==> config.mk <==
export PLATFORM = sky130hd
export DESIGN_NAME = fifo_read_upsizer_flat
export DESIGN_NICKNAME = d
export VERILOG_FILES = /design/src/rtl/async_fifo_package.sv /design/src/rtl/fifo_read_upsizer_if.sv /design/src/rtl/fifo_read_upsizer.sv /design/src/flat_wrapper.sv
export SDC_FILE = /design/constraint.sdc
export NUM_CORES = 1
export LEC_CHECK = 0
export CORE_MARGIN = 2
export CORE_UTILIZATION = 47
export DETAILED_ROUTE_END_ITERATION = 10
export GPL_TIMING_DRIVEN = 0
export PLACE_DENSITY = 0.75
export SKIP_CTS_REPAIR_TIMING = 1
export SYNTH_ARGS = -nofsm -noshare
export SYNTH_HDL_FRONTEND = slang
export SYNTH_SLANG_ARGS = --single-unit
==> constraint.sdc <==
create_clock -name clk -period 1.9 [get_ports clk]
set_input_delay 0.38 -clock clk [delete_from_list [all_inputs] [get_ports clk]]
set_output_delay 0.38 -clock clk [all_outputs]
set_load 0.01 [all_outputs]
==> src/rtl/async_fifo_package.sv <==
// Shared definitions for the async FIFO and its read-side width converter.
package async_fifo_package;

  localparam int DEFAULT_UPSIZE_RATIO = 4;
  localparam int MAX_UPSIZE_RATIO     = 32;

  // Thermometer mask with the low `count` lanes set, clipped to `ratio` lanes.
  function automatic logic [MAX_UPSIZE_RATIO-1:0] lanes_to_keep(input int count, input int ratio);
    logic [MAX_UPSIZE_RATIO-1:0] keep;
    keep = '0;
    for (int i = 0; i < MAX_UPSIZE_RATIO; i++) begin
      keep[i] = (i < count) && (i < ratio);
    end
    return keep;
  endfunction

endpackage

==> src/rtl/fifo_read_upsizer_if.sv <==
// Narrow-in / wide-out handshake bundle for the read-side upsizer.
// FIFO_READ_UPSIZER_LAST_EN adds in_last, out_last and out_keep.
interface fifo_read_upsizer_if
  import async_fifo_package::*;
#(
  parameter int DATA_WIDTH = 8,
  parameter int RATIO      = DEFAULT_UPSIZE_RATIO
);
  logic                        in_valid;
  logic                        in_ready;
  logic [DATA_WIDTH-1:0]       in_data;
  logic                        out_valid;
  logic                        out_ready;
  logic [DATA_WIDTH*RATIO-1:0] out_data;
`ifdef FIFO_READ_UPSIZER_LAST_EN
  logic                        in_last;
  logic                        out_last;
  logic [RATIO-1:0]            out_keep;
`endif

  modport master (
    output in_valid, in_data, out_ready,
`ifdef FIFO_READ_UPSIZER_LAST_EN
    output in_last,
    input  out_last, out_keep,
`endif
    input  in_ready, out_valid, out_data
  );

  modport slave (
    input  in_valid, in_data, out_ready,
`ifdef FIFO_READ_UPSIZER_LAST_EN
    input  in_last,
    output out_last, out_keep,
`endif
    output in_ready, out_valid, out_data
  );
endinterface

==> src/rtl/fifo_read_upsizer.sv <==
// Packs RATIO narrow FIFO beats into one registered wide word; word visible the cycle after its last beat.
// Only the completing beat stalls, when the output register is full and not draining. Macro: FIFO_READ_UPSIZER_LAST_EN.
module fifo_read_upsizer
  import async_fifo_package::*;
#(
  parameter int DATA_WIDTH = 8,
  parameter int RATIO      = DEFAULT_UPSIZE_RATIO
) (
  input  logic               clk,
  input  logic               rst_n,
  fifo_read_upsizer_if.slave bus
);
  localparam int CW = $clog2(RATIO);
  localparam int WW = DATA_WIDTH * RATIO;

  logic [CW-1:0]                   cnt;
  logic [DATA_WIDTH*(RATIO-1)-1:0] acc;
  logic [WW-1:0]                   out_data_q;
  logic                            out_valid_q;
  logic                            final_lane;
  logic                            complete;
  logic                            accept;
  logic [WW-1:0]                   acc_ext;
  logic [WW-1:0]                   word;

  assign final_lane = (cnt == CW'(RATIO - 1));
`ifdef FIFO_READ_UPSIZER_LAST_EN
  assign complete = final_lane || bus.in_last;
`else
  assign complete = final_lane;
`endif

  assign bus.in_ready  = rst_n && (!complete || !out_valid_q || bus.out_ready);
  assign accept        = bus.in_valid && bus.in_ready;
  assign bus.out_valid = out_valid_q;
  assign bus.out_data  = out_data_q;
  assign acc_ext       = {{DATA_WIDTH{1'b0}}, acc};

  // Filled lanes come from acc, the current beat lands in lane cnt, lanes above it stay zero.
  always_comb begin
    word = '0;
    for (int i = 0; i < RATIO; i++) begin
      if (CW'(i) < cnt) begin
        word[i*DATA_WIDTH +: DATA_WIDTH] = acc_ext[i*DATA_WIDTH +: DATA_WIDTH];
      end else if (CW'(i) == cnt) begin
        word[i*DATA_WIDTH +: DATA_WIDTH] = bus.in_data;
      end
    end
  end

`ifdef FIFO_READ_UPSIZER_LAST_EN
  logic [MAX_UPSIZE_RATIO-1:0] keep_full;
  logic [RATIO-1:0]            out_keep_q;
  logic                        out_last_q;

  assign keep_full    = lanes_to_keep(int'(cnt) + 1, RATIO);
  assign bus.out_keep = out_keep_q;
  assign bus.out_last = out_last_q;

  always_ff @(posedge clk or negedge rst_n) begin
    if (!rst_n) begin
      out_keep_q <= '0;
      out_last_q <= 1'b0;
    end else if (accept && complete) begin
      out_keep_q <= keep_full[RATIO-1:0];
      out_last_q <= bus.in_last;
    end
  end
`endif

  always_ff @(posedge clk or negedge rst_n) begin
    if (!rst_n) begin
      cnt         <= '0;
      acc         <= '0;
      out_data_q  <= '0;
      out_valid_q <= 1'b0;
    end else begin
      if (accept && complete) begin
        out_data_q  <= word;
        out_valid_q <= 1'b1;
        cnt         <= '0;
      end else begin
        if (out_valid_q && bus.out_ready) begin
          out_valid_q <= 1'b0;
        end
        if (accept) begin
          for (int i = 0; i < RATIO - 1; i++) begin
            if (cnt == CW'(i)) begin
              acc[i*DATA_WIDTH +: DATA_WIDTH] <= bus.in_data;
            end
          end
          cnt <= cnt + 1'b1;
        end
      end
    end
  end

endmodule

==> src/flat_wrapper.sv <==
// flat-port wrapper written by rule: the top's interface ports become plain ports
module fifo_read_upsizer_flat import async_fifo_package::*;
#(
  parameter int DATA_WIDTH = 8,
  parameter int RATIO      = DEFAULT_UPSIZE_RATIO
)
  (clk, rst_n, bus_in_valid, bus_in_data, bus_out_ready, bus_in_ready, bus_out_valid, bus_out_data);
  fifo_read_upsizer_if #(.DATA_WIDTH(DATA_WIDTH), .RATIO(RATIO)) bus_i ();
  input  logic clk;
  input  logic rst_n;
  input wire logic [$bits(bus_i.in_valid)-1:0] bus_in_valid;
  input wire logic [$bits(bus_i.in_data)-1:0] bus_in_data;
  input wire logic [$bits(bus_i.out_ready)-1:0] bus_out_ready;
  output wire logic [$bits(bus_i.in_ready)-1:0] bus_in_ready;
  output wire logic [$bits(bus_i.out_valid)-1:0] bus_out_valid;
  output wire logic [$bits(bus_i.out_data)-1:0] bus_out_data;
  assign bus_i.in_valid = bus_in_valid;
  assign bus_i.in_data = bus_in_data;
  assign bus_i.out_ready = bus_out_ready;
  assign bus_in_ready = bus_i.in_ready;
  assign bus_out_valid = bus_i.out_valid;
  assign bus_out_data = bus_i.out_data;
  fifo_read_upsizer #(.DATA_WIDTH(DATA_WIDTH), .RATIO(RATIO)) u_core (.clk(clk), .rst_n(rst_n), .bus(bus_i));
endmodule
**After elaboration in Yosys (flattened, before gate mapping)**

Index checks and enable logic that the tools add are counted.

- Register bits: 59
- Input bits: 12
- Output and inout bits: 34
- Logic and storage cells: 44

- $add $sub $neg: 1
- Order comparisons: 4
- Eq/ne operators: 6
- Mux-type cells: 12
- Bitwise logic cells: 1
- Reduce and logical (&&, ||, !) cells: 14

Operators by type and width:

| operator | number |
|---|---|
| $mux 8 | 8 |
| $reduce_and 3->1 | 3 |
| $eq 2x2->1 const A | 2 |
| $eq 2x2->1 const B | 2 |
| $logic_and 1x1->1 | 4 |
| $lt 1x2->1 const A | 2 |
| $lt 2x2->1 const A | 2 |
| $mux 2 | 2 |
| $reduce_bool 2->1 | 2 |
| $add 2x1->2 const B | 1 |
| $eq 1x2->1 const A | 1 |
| $eq 2x1->1 const B | 1 |
| $logic_not 1->1 | 2 |
| $logic_not 2->1 | 1 |
| $logic_or 1x1->1 | 2 |
| $mux 1 | 2 |
| $not 1->1 | 1 |

**Depth between registers and ports, before layout**

Gate-level depths: netlist (run 1).

- Word-level depth: 9
- Depth in mapped cells: 6
- Gate-level depth less buffers: 5

**Least setup slack after synthesis (run 1)**

OpenSTA, ideal clock, no wires.

- Kind: flip-flop to flip-flop
- From: register u_core.cnt[1]
- To: register u_core.out_data_q[0], in the netlist u_core.bus.out_data[0]
- Library setup time: 0.125 ns
- Data arrival time: 1.673 ns
- Required time: 1.775 ns
- Setup slack: 0.103 ns
- Stages on the path, launching flop included: 7
- Path buffers: 2
- Clock period less this slack: 1.797 ns
- Cell sequence: dfrtp_1 > clkbuf_2 > inv_1 > ha_1 > clkbuf_1 > mux2_2 > mux2_2

- Word-level cells in the longest chain between the ends: 7
- Elaborated cells between the ends (all ways): 11
- Those cells by class: 1 x order compare; 1 x eq/ne; 2 x mux; 7 x reduce/logical

RTL lines:

| element | line | text |
|---|---|---|
| start: declaration | fifo_read_upsizer.sv:16 | `logic [CW-1:0] cnt;` |
| start signal: assignment | fifo_read_upsizer.sv:92 | `cnt <= cnt + 1'b1;` |
| $eq 2x2->1 | fifo_read_upsizer.sv:26 | `assign final_lane = (cnt == CW'(RATIO - 1));` |
| $logic_not 1->1 | fifo_read_upsizer.sv:33 | `assign bus.in_ready = rst_n && (!complete \|\| !out_valid_q \|\| bus.out_ready);` |
| $logic_or 1x1->1 (2 in series) | fifo_read_upsizer.sv:33 |  |
| $logic_and 1x1->1 | fifo_read_upsizer.sv:33 |  |
| $logic_and 1x1->1 | fifo_read_upsizer.sv:34 | `assign accept = bus.in_valid && bus.in_ready;` |
| $logic_and 1x1->1 | fifo_read_upsizer.sv:78 | `if (accept && complete) begin` |
| end signal: assignment | fifo_read_upsizer.sv:79 | `out_data_q <= word;` |
| end: declaration | fifo_read_upsizer.sv:18 | `logic [WW-1:0] out_data_q;` |

Several ways; a longest one is shown, not always the timed one.
A chain may end at the register's enable or synchronous reset.

**Worst setup path in the final report (run 1)**

- From: register u_core.cnt[1]
- To: register u_core.acc[3]

- Word-level cells in the longest chain between the ends: 9
- Elaborated cells between the ends (all ways): 10
- Those cells by class: 1 x eq/ne; 1 x bitwise; 8 x reduce/logical

RTL lines:

| element | line | text |
|---|---|---|
| $eq 2x2->1 | fifo_read_upsizer.sv:26 |  |
| $logic_not 1->1 | fifo_read_upsizer.sv:33 |  |
| $logic_or 1x1->1 (2 in series) | fifo_read_upsizer.sv:33 |  |
| $logic_and 1x1->1 | fifo_read_upsizer.sv:33 |  |
| $logic_and 1x1->1 | fifo_read_upsizer.sv:34 |  |
| $logic_and 1x1->1 | fifo_read_upsizer.sv:78 |  |
| $not 1->1 (no source line) | - |  |
| $reduce_and 3->1 (no source line) (*) | - |  |
| end signal: indexed assignment | fifo_read_upsizer.sv:89 | `acc[i*DATA_WIDTH +: DATA_WIDTH] <= bus.in_data;` |
| end: declaration | fifo_read_upsizer.sv:17 | `logic [DATA_WIDTH*(RATIO-1)-1:0] acc;` |

Mark *: on every way between the ends. The rest lies on a longest branch, timed or not.

==> results.sh, run 1 <==
export IMPL_min_period_over_period_pct=95.6
export IMPL_cts_tree="yes"
export IMPL_grt_overflow=0
export IMPL_p_clk_share_pct=21.0
export IMPL_multiInputGateArea_um2=1140
export IMPL_skew_ns=0.00630
export IMPL_crit_fanout=8
export IMPL_cts_root_buffer="clkbuf_8"
export IMPL_ant_nets=0
export IMPL_wl_per_cell_um=15.5
export IMPL_p_leak_nw=1.54
export IMPL_critPathLaunch="u_core.cnt[1]"
export IMPL_dieArea_um2=6310
export IMPL_grt_max_degree=34
export IMPL_ios=46
export IMPL_path_class="register to register"
export IMPL_drtIter0Drc=81
export IMPL_cp_start_kind="register"
export IMPL_fin_nets=273
export IMPL_clk_path_buf_depth=2
export IMPL_power_density_nw_per_um2=1650
export IMPL_antenna_cells=0
export IMPL_die_h_um=79.5
export IMPL_antenna_found_initial=0
export IMPL_grt_pass1_vias=1734
export IMPL_worstMarginPinSlew_ns=0.420
export IMPL_synthCells=199
export IMPL_track_usage_pct=18.4
export IMPL_combPwrFrac_pct=41.3
export IMPL_slew_headroom_pct=72.0
export IMPL_worstPathArrival_ns=2.03
export IMPL_syn_area_per_cell_um2=13.4
export IMPL_via_count=1728
export IMPL_seq_area_um2=1480
export IMPL_htree_levels=3
export IMPL_r2r_start="u_core.cnt[1]"
export IMPL_fin_setup_tns_ns=0
export IMPL_hold_path_class="input pin to async pin"
export IMPL_ys_warnings_count=0
export IMPL_status="finished, violations left"
export IMPL_ys_seq_area_share_pct=55.2
export IMPL_setup_viol=0
export IMPL_clock_latency_ns=0.34
export IMPL_fp_dieW_um=79.5
export IMPL_finalHoldViolations=30
export IMPL_fill_cells=447
export IMPL_drive_gt1_share_pct=36.2
export IMPL_clkSlewWorstSetupHoldPaths_ns=0.07
export IMPL_ir_drop_mv=0.699
export IMPL_internal_power_mw=4.00
export IMPL_swShare_pct=29.9
export IMPL_cts_buffers=9
export IMPL_std_cell_rows=27
export IMPL_dp_cells=317
export IMPL_core_um2=5510
export IMPL_hold_ws_ns=-0.0186
export IMPL_port_buffers=45
export IMPL_syn_to_final_growth_pct=29.5
export IMPL_finalNonFillerCells=332
export IMPL_rsz0062_at_grt="true"
export IMPL_syn_num_nets=217
export IMPL_initial_core_util_pct=48.6
export IMPL_seq_power_share_pct=37.7
export IMPL_period_minus_slack_ns=1.82
export IMPL_cp_end_kind="register"
export IMPL_syn_cell_area_um2=2680
export IMPL_violations="negative hold slack"
export IMPL_switchingPower_mw=1.71
export IMPL_drv_cap=0
export IMPL_grt_pass1_wl_um=8610
export IMPL_maxSlewViolCount=0
export IMPL_critical_path_required_ns=2.12
export IMPL_place_detailed_hpwl_um=3510
export IMPL_drt_vias_per_instance=5.20
export IMPL_numClockSinks=59
export IMPL_gp_congestion=0.770
export IMPL_drc=0
export IMPL_max_freq_ghz=0.551
export IMPL_drt_wl_total_um=5140
export IMPL_drt_first_pass_iters=4
export IMPL_ys_types=25
export IMPL_synth_seq_cells=59
-- cells in the mapped netlist, drive strengths merged --
master / n / area share, %
nand4: 1 / 0.47
nand3b: 1 / 0.28
and4: 1 / 0.33
nand2b: 1 / 0.23
inv: 2 / 0.28
a22o: 2 / 0.65
a21oi: 1 / 0.19
clkbuf: 5 / 0.75
buf: 5 / 1.9
o21ai: 14 / 2.6
and2: 1 / 0.23
and3: 2 / 0.65
and3b: 1 / 0.33
dfrtp: 59 / 55
nand2: 30 / 4.3
mux2: 65 / 28
nor2b: 1 / 0.23
ha: 6 / 2.8
nor2: 1 / 0.14
-- worst paths after layout --
path                                          endpoint  slack (ns)  depth (start not counted)
worst min register to register           u_core.acc[0]        0.49                          1
worst max-delay path                     u_core.acc[3]        0.08                          6
min in group clk                         u_core.acc[0]        0.49                          1
max in group asynchronous                u_core.acc[3]        1.41                          2
worst max register to register           u_core.acc[3]        0.08                          6
worst min-delay path            u_core.bus.out_data[9]       -0.02                          1
-- stage by stage --
stage	power (mW)	util (%)	area (um2)	setup WS [ns]
after floorplan	3.52	-	2680	0.103
after global placement	4.43	58.4	3220	-2.52
after detailed placement	4.49	58.7	3230	-0.459
after CTS	5.71	62.6	3450	-0.340
after global routing	6.07	63.0	3470	-0.0355
final	5.70	63.0	3470	0.0835
-- routing by layer --
metal | wire length, um | track usage (%) | up-vias
met5 | 0 | 0 | -
met4 | 125 | 10.9 | 0
met3 | 167 | 3.39 | 12
met2 | 2360 | 27.3 | 40
met1 | 2490 | 25.2 | 872
li1 | - | - | 804
-- layout make-up --
type / count / share of cell area (%)
Buffer: 8 / 1.80
Clock buffer: 13 / 4.87
Clock inverter: 3 / 1.30
Inverter: 2 / 0.217
Multi-Input combinational cell: 128 / 32.8
Sequential cell: 59 / 42.6
Tap cell: 72 / 2.60
Timing Repair Buffer: 47 / 13.8
-- cells in the final DEF, fill, tap and decap left out, types with 2 or more instances in the layout --
master	n
dfrtp_1	58
mux2_2	56
clkdlybuf4s50_1	43
nand2_1	29
o21ai_0	14
clkbuf_8	12
mux2_4	8
buf_6	4
ha_1	4
clkbuf_1	3
inv_1	2
a22o_1	2
clkinvlp_4	2
buf_4	2
-- cell families (layout without fill, tap and decap cells) --
logic type	Yosys count	in the layout	share of synthesized area, %
AOI/OAI and AO/OA	17	17	3.46
adders and majority gates	6	6	2.80
buffers and inverters	12	73	2.90
DFF	59	59	55.2
muxes	65	65	28.5
and+or+nand+nor	40	40	7.20
-- state kept, by name (all words and copies together) (netlist names) --
register,cells
u_core.bus.out_data,32
u_core.bus.out_valid,1
u_core.cnt,2
u_core.acc,24
-- critical path, stage by stage, from the launching register on --
cell and delay, ns:
dfrtp_1 0.42, clkbuf_2 0.19, inv_1 0.18, ha_1 0.16, and4_1 0.17, buf_2 0.23, mux2_2 0.36
-- power by group through the flow --
| stage | registers [mW] | logic (mW) | clock network [mW] |
|---|---|---|---|
| finish | 2.15 | 2.35 | 1.20 |
| global route | 2.23 | 2.58 | 1.26 |
| CTS | 2.17 | 2.32 | 1.22 |
| detailed placement | 2.18 | 2.31 | 0 |
| global placement | 2.17 | 2.26 | 0 |
| floorplan | 2.28 | 1.23 | 0 |
Power figures use the tool's default switching activity.
==> run 2, diff against run 1 <==
--- a/config.mk
+++ b/config.mk
@@ -5,6 +5,7 @@
 export SDC_FILE = /design/constraint.sdc
 export NUM_CORES = 1
 export LEC_CHECK = 0
+export ABC_CLOCK_PERIOD_IN_PS = 1900
 export CORE_MARGIN = 2
 export CORE_UTILIZATION = 47
 export DETAILED_ROUTE_END_ITERATION = 10
==> results of run 2 <==
No change in the layout: final DEF, timing and power equal those of run 1.
==> run 3, diff against run 2 <==
--- a/config.mk
+++ b/config.mk
@@ -9,8 +9,9 @@
 export CORE_MARGIN = 2
 export CORE_UTILIZATION = 47
 export DETAILED_ROUTE_END_ITERATION = 10
-export GPL_TIMING_DRIVEN = 0
+export GPL_TIMING_DRIVEN = 1
 export PLACE_DENSITY = 0.75
+export REMOVE_ABC_BUFFERS = 1
 export SKIP_CTS_REPAIR_TIMING = 1
 export SYNTH_ARGS = -nofsm -noshare
 export SYNTH_HDL_FRONTEND = slang
==> constraint.sdc (replaced) <==
create_clock -name clk -period 1.9 [get_ports clk]
set_input_delay 0.38 -clock clk [delete_from_list [all_inputs] [get_ports clk]]
set_output_delay 0.38 -clock clk [all_outputs]
set_load 0.1 [all_outputs]
==> run 3 against run 2 <==
Compared with the run above:
- the flow now finishes without violations
- wire length is 6.4% lower
- worst hold slack better by 0.11 ns
- largest cell class unchanged
- non-clock buffer count is 3 lower
- highest routed layer unchanged
- first-iteration DRC count stayed put
- global-route usage is 1.4 points lower
==> results.sh, run 3 (synthesis results as in run 1) <==
export IMPL_wl_per_cell_um=14.7
export IMPL_std_cell_rows=27
export IMPL_clk_path_buf_depth=2
export IMPL_path_class="register to output port"
export IMPL_period_minus_slack_ns=1.83
export IMPL_cts_root_buffer="clkbuf_8"
export IMPL_dieArea_um2=6310
export IMPL_finalHoldViolations=0
export IMPL_drtIter0Drc=81
export IMPL_initial_core_util_pct=48.6
export IMPL_drive_gt1_share_pct=48.4
export IMPL_port_buffers=45
export IMPL_drt_first_pass_iters=4
export IMPL_drt_wl_total_um=4810
export IMPL_cp_end_kind="output port"
export IMPL_rsz0062_at_grt="false"
export IMPL_via_count=1672
export IMPL_fin_nets=270
export IMPL_htree_levels=3
export IMPL_cts_tree="yes"
export IMPL_hold_path_class="input pin to async pin"
export IMPL_clkSlewWorstSetupHoldPaths_ns=0.06
export IMPL_antenna_cells=0
export IMPL_core_um2=5510
export IMPL_grt_pass1_vias=1726
export IMPL_fp_dieW_um=79.5
export IMPL_drt_vias_per_instance=5.10
export IMPL_grt_overflow=0
export IMPL_ios=46
export IMPL_final_core_util_pct=65.3
export IMPL_max_freq_ghz=0.547
export IMPL_crit_fanout=7
export IMPL_status="finished, final reports clean"
export IMPL_antenna_found_initial=0
export IMPL_slew_headroom_pct=67.9
export IMPL_worstMarginPinSlew_ns=0.482
export IMPL_critical_path_required_ns=1.52
export IMPL_gp_congestion=0.805
export IMPL_place_detailed_hpwl_um=3540
export IMPL_drc=0
export IMPL_drv_cap=0
export IMPL_cp_start_kind="register"
export IMPL_min_period_over_period_pct=96.2
export IMPL_clock_latency_ns=0.32
export IMPL_syn_to_final_growth_pct=34.5
export IMPL_final_common_cell="dfrtp_1"
export IMPL_layout_common_cells="dfrtp_1, mux2_2, nand2_1"
export IMPL_skew_ns=0.00931
export IMPL_track_usage_pct=17.0
export IMPL_ant_nets=0
export IMPL_fill_cells=425
export IMPL_setup_viol=0
export IMPL_grt_pass1_wl_um=8210
export IMPL_maxSlewViolCount=0
export IMPL_cts_buffers=9
export IMPL_largest_reg_flops=32
export IMPL_grt_max_degree=25
export IMPL_numClockSinks=59
export IMPL_die_h_um=79.5
export IMPL_worstPathArrival_ns=1.45
run 3: cell type report:
cell class | count | area, um2 | area share [%]
well taps | 72 | 90.1 | 2.50
inverters | 2 | 7.51 | 0.209
multi-input cells | 128 | 1120 | 31.3
clock inverters | 3 | 15.0 | 0.417
flip-flops and latches | 59 | 1480 | 41.1
clock buffers | 12 | 145 | 4.03
repair buffers | 52 | 738 | 20.5
run 3: stage by stage:
step / TNS [ns] / worst slack, ns / hold slack (ns) / std cells / area, um2
3_3_place_gp: 0 / 0.0524 / 0.440 / 313 / 3430
6_report: 0 / 0.0731 / 0.0957 / 328 / 3600
3_5_place_dp: 0 / 0.0212 / 0.444 / 313 / 3430
5_1_grt: 0 / 0.0195 / 0.118 / 328 / 3600
2_1_floorplan: -10.68 / -0.326 / 0.0844 / 189 / 2610
4_1_cts: -0.0123 / -0.0123 / 0.0921 / 328 / 3590
run 3: worst paths after layout:
path | startpoint | endpoint | slack [ns] | cells after the start
max | u_core.cnt[0] | bus_in_ready | 0.07 | 4
min | rst_n | u_core.bus.out_data[12] | 0.1 | 2
max reg2reg | u_core.cnt[0] | u_core.bus.out_data[1] | 0.18 | 4
min reg2reg | u_core.acc[0] | u_core.acc[0] | 0.49 | 1
max in group asynchronous | rst_n | u_core.acc[6] | 1.53 | 2
min in group clk | u_core.acc[0] | u_core.acc[0] | 0.49 | 1
run 3: critical path, stage by stage, from the launching register on:
cell,delay (ns)
dfrtp_2,0.44
ha_2,0.21
nand3b_1,0.11
and2_1,0.18
buf_12,0.18
run 3: layer usage:
metal | vias to the layer above | track usage [%] | wire, um | part of all wire (%)
met5 | - | 0 | 0 | 0
met4 | 0 | 7.76 | 78 | 1.6
met2 | 32 | 27.5 | 2350 | 49
met1 | 838 | 22.2 | 2230 | 46
met3 | 6 | 3.28 | 146 | 3.0
li1 | 796 | - | - | -
Power of run 3 is not shown: default switching activity piles up to over one toggle a cycle in this logic, so the estimate is an artifact.
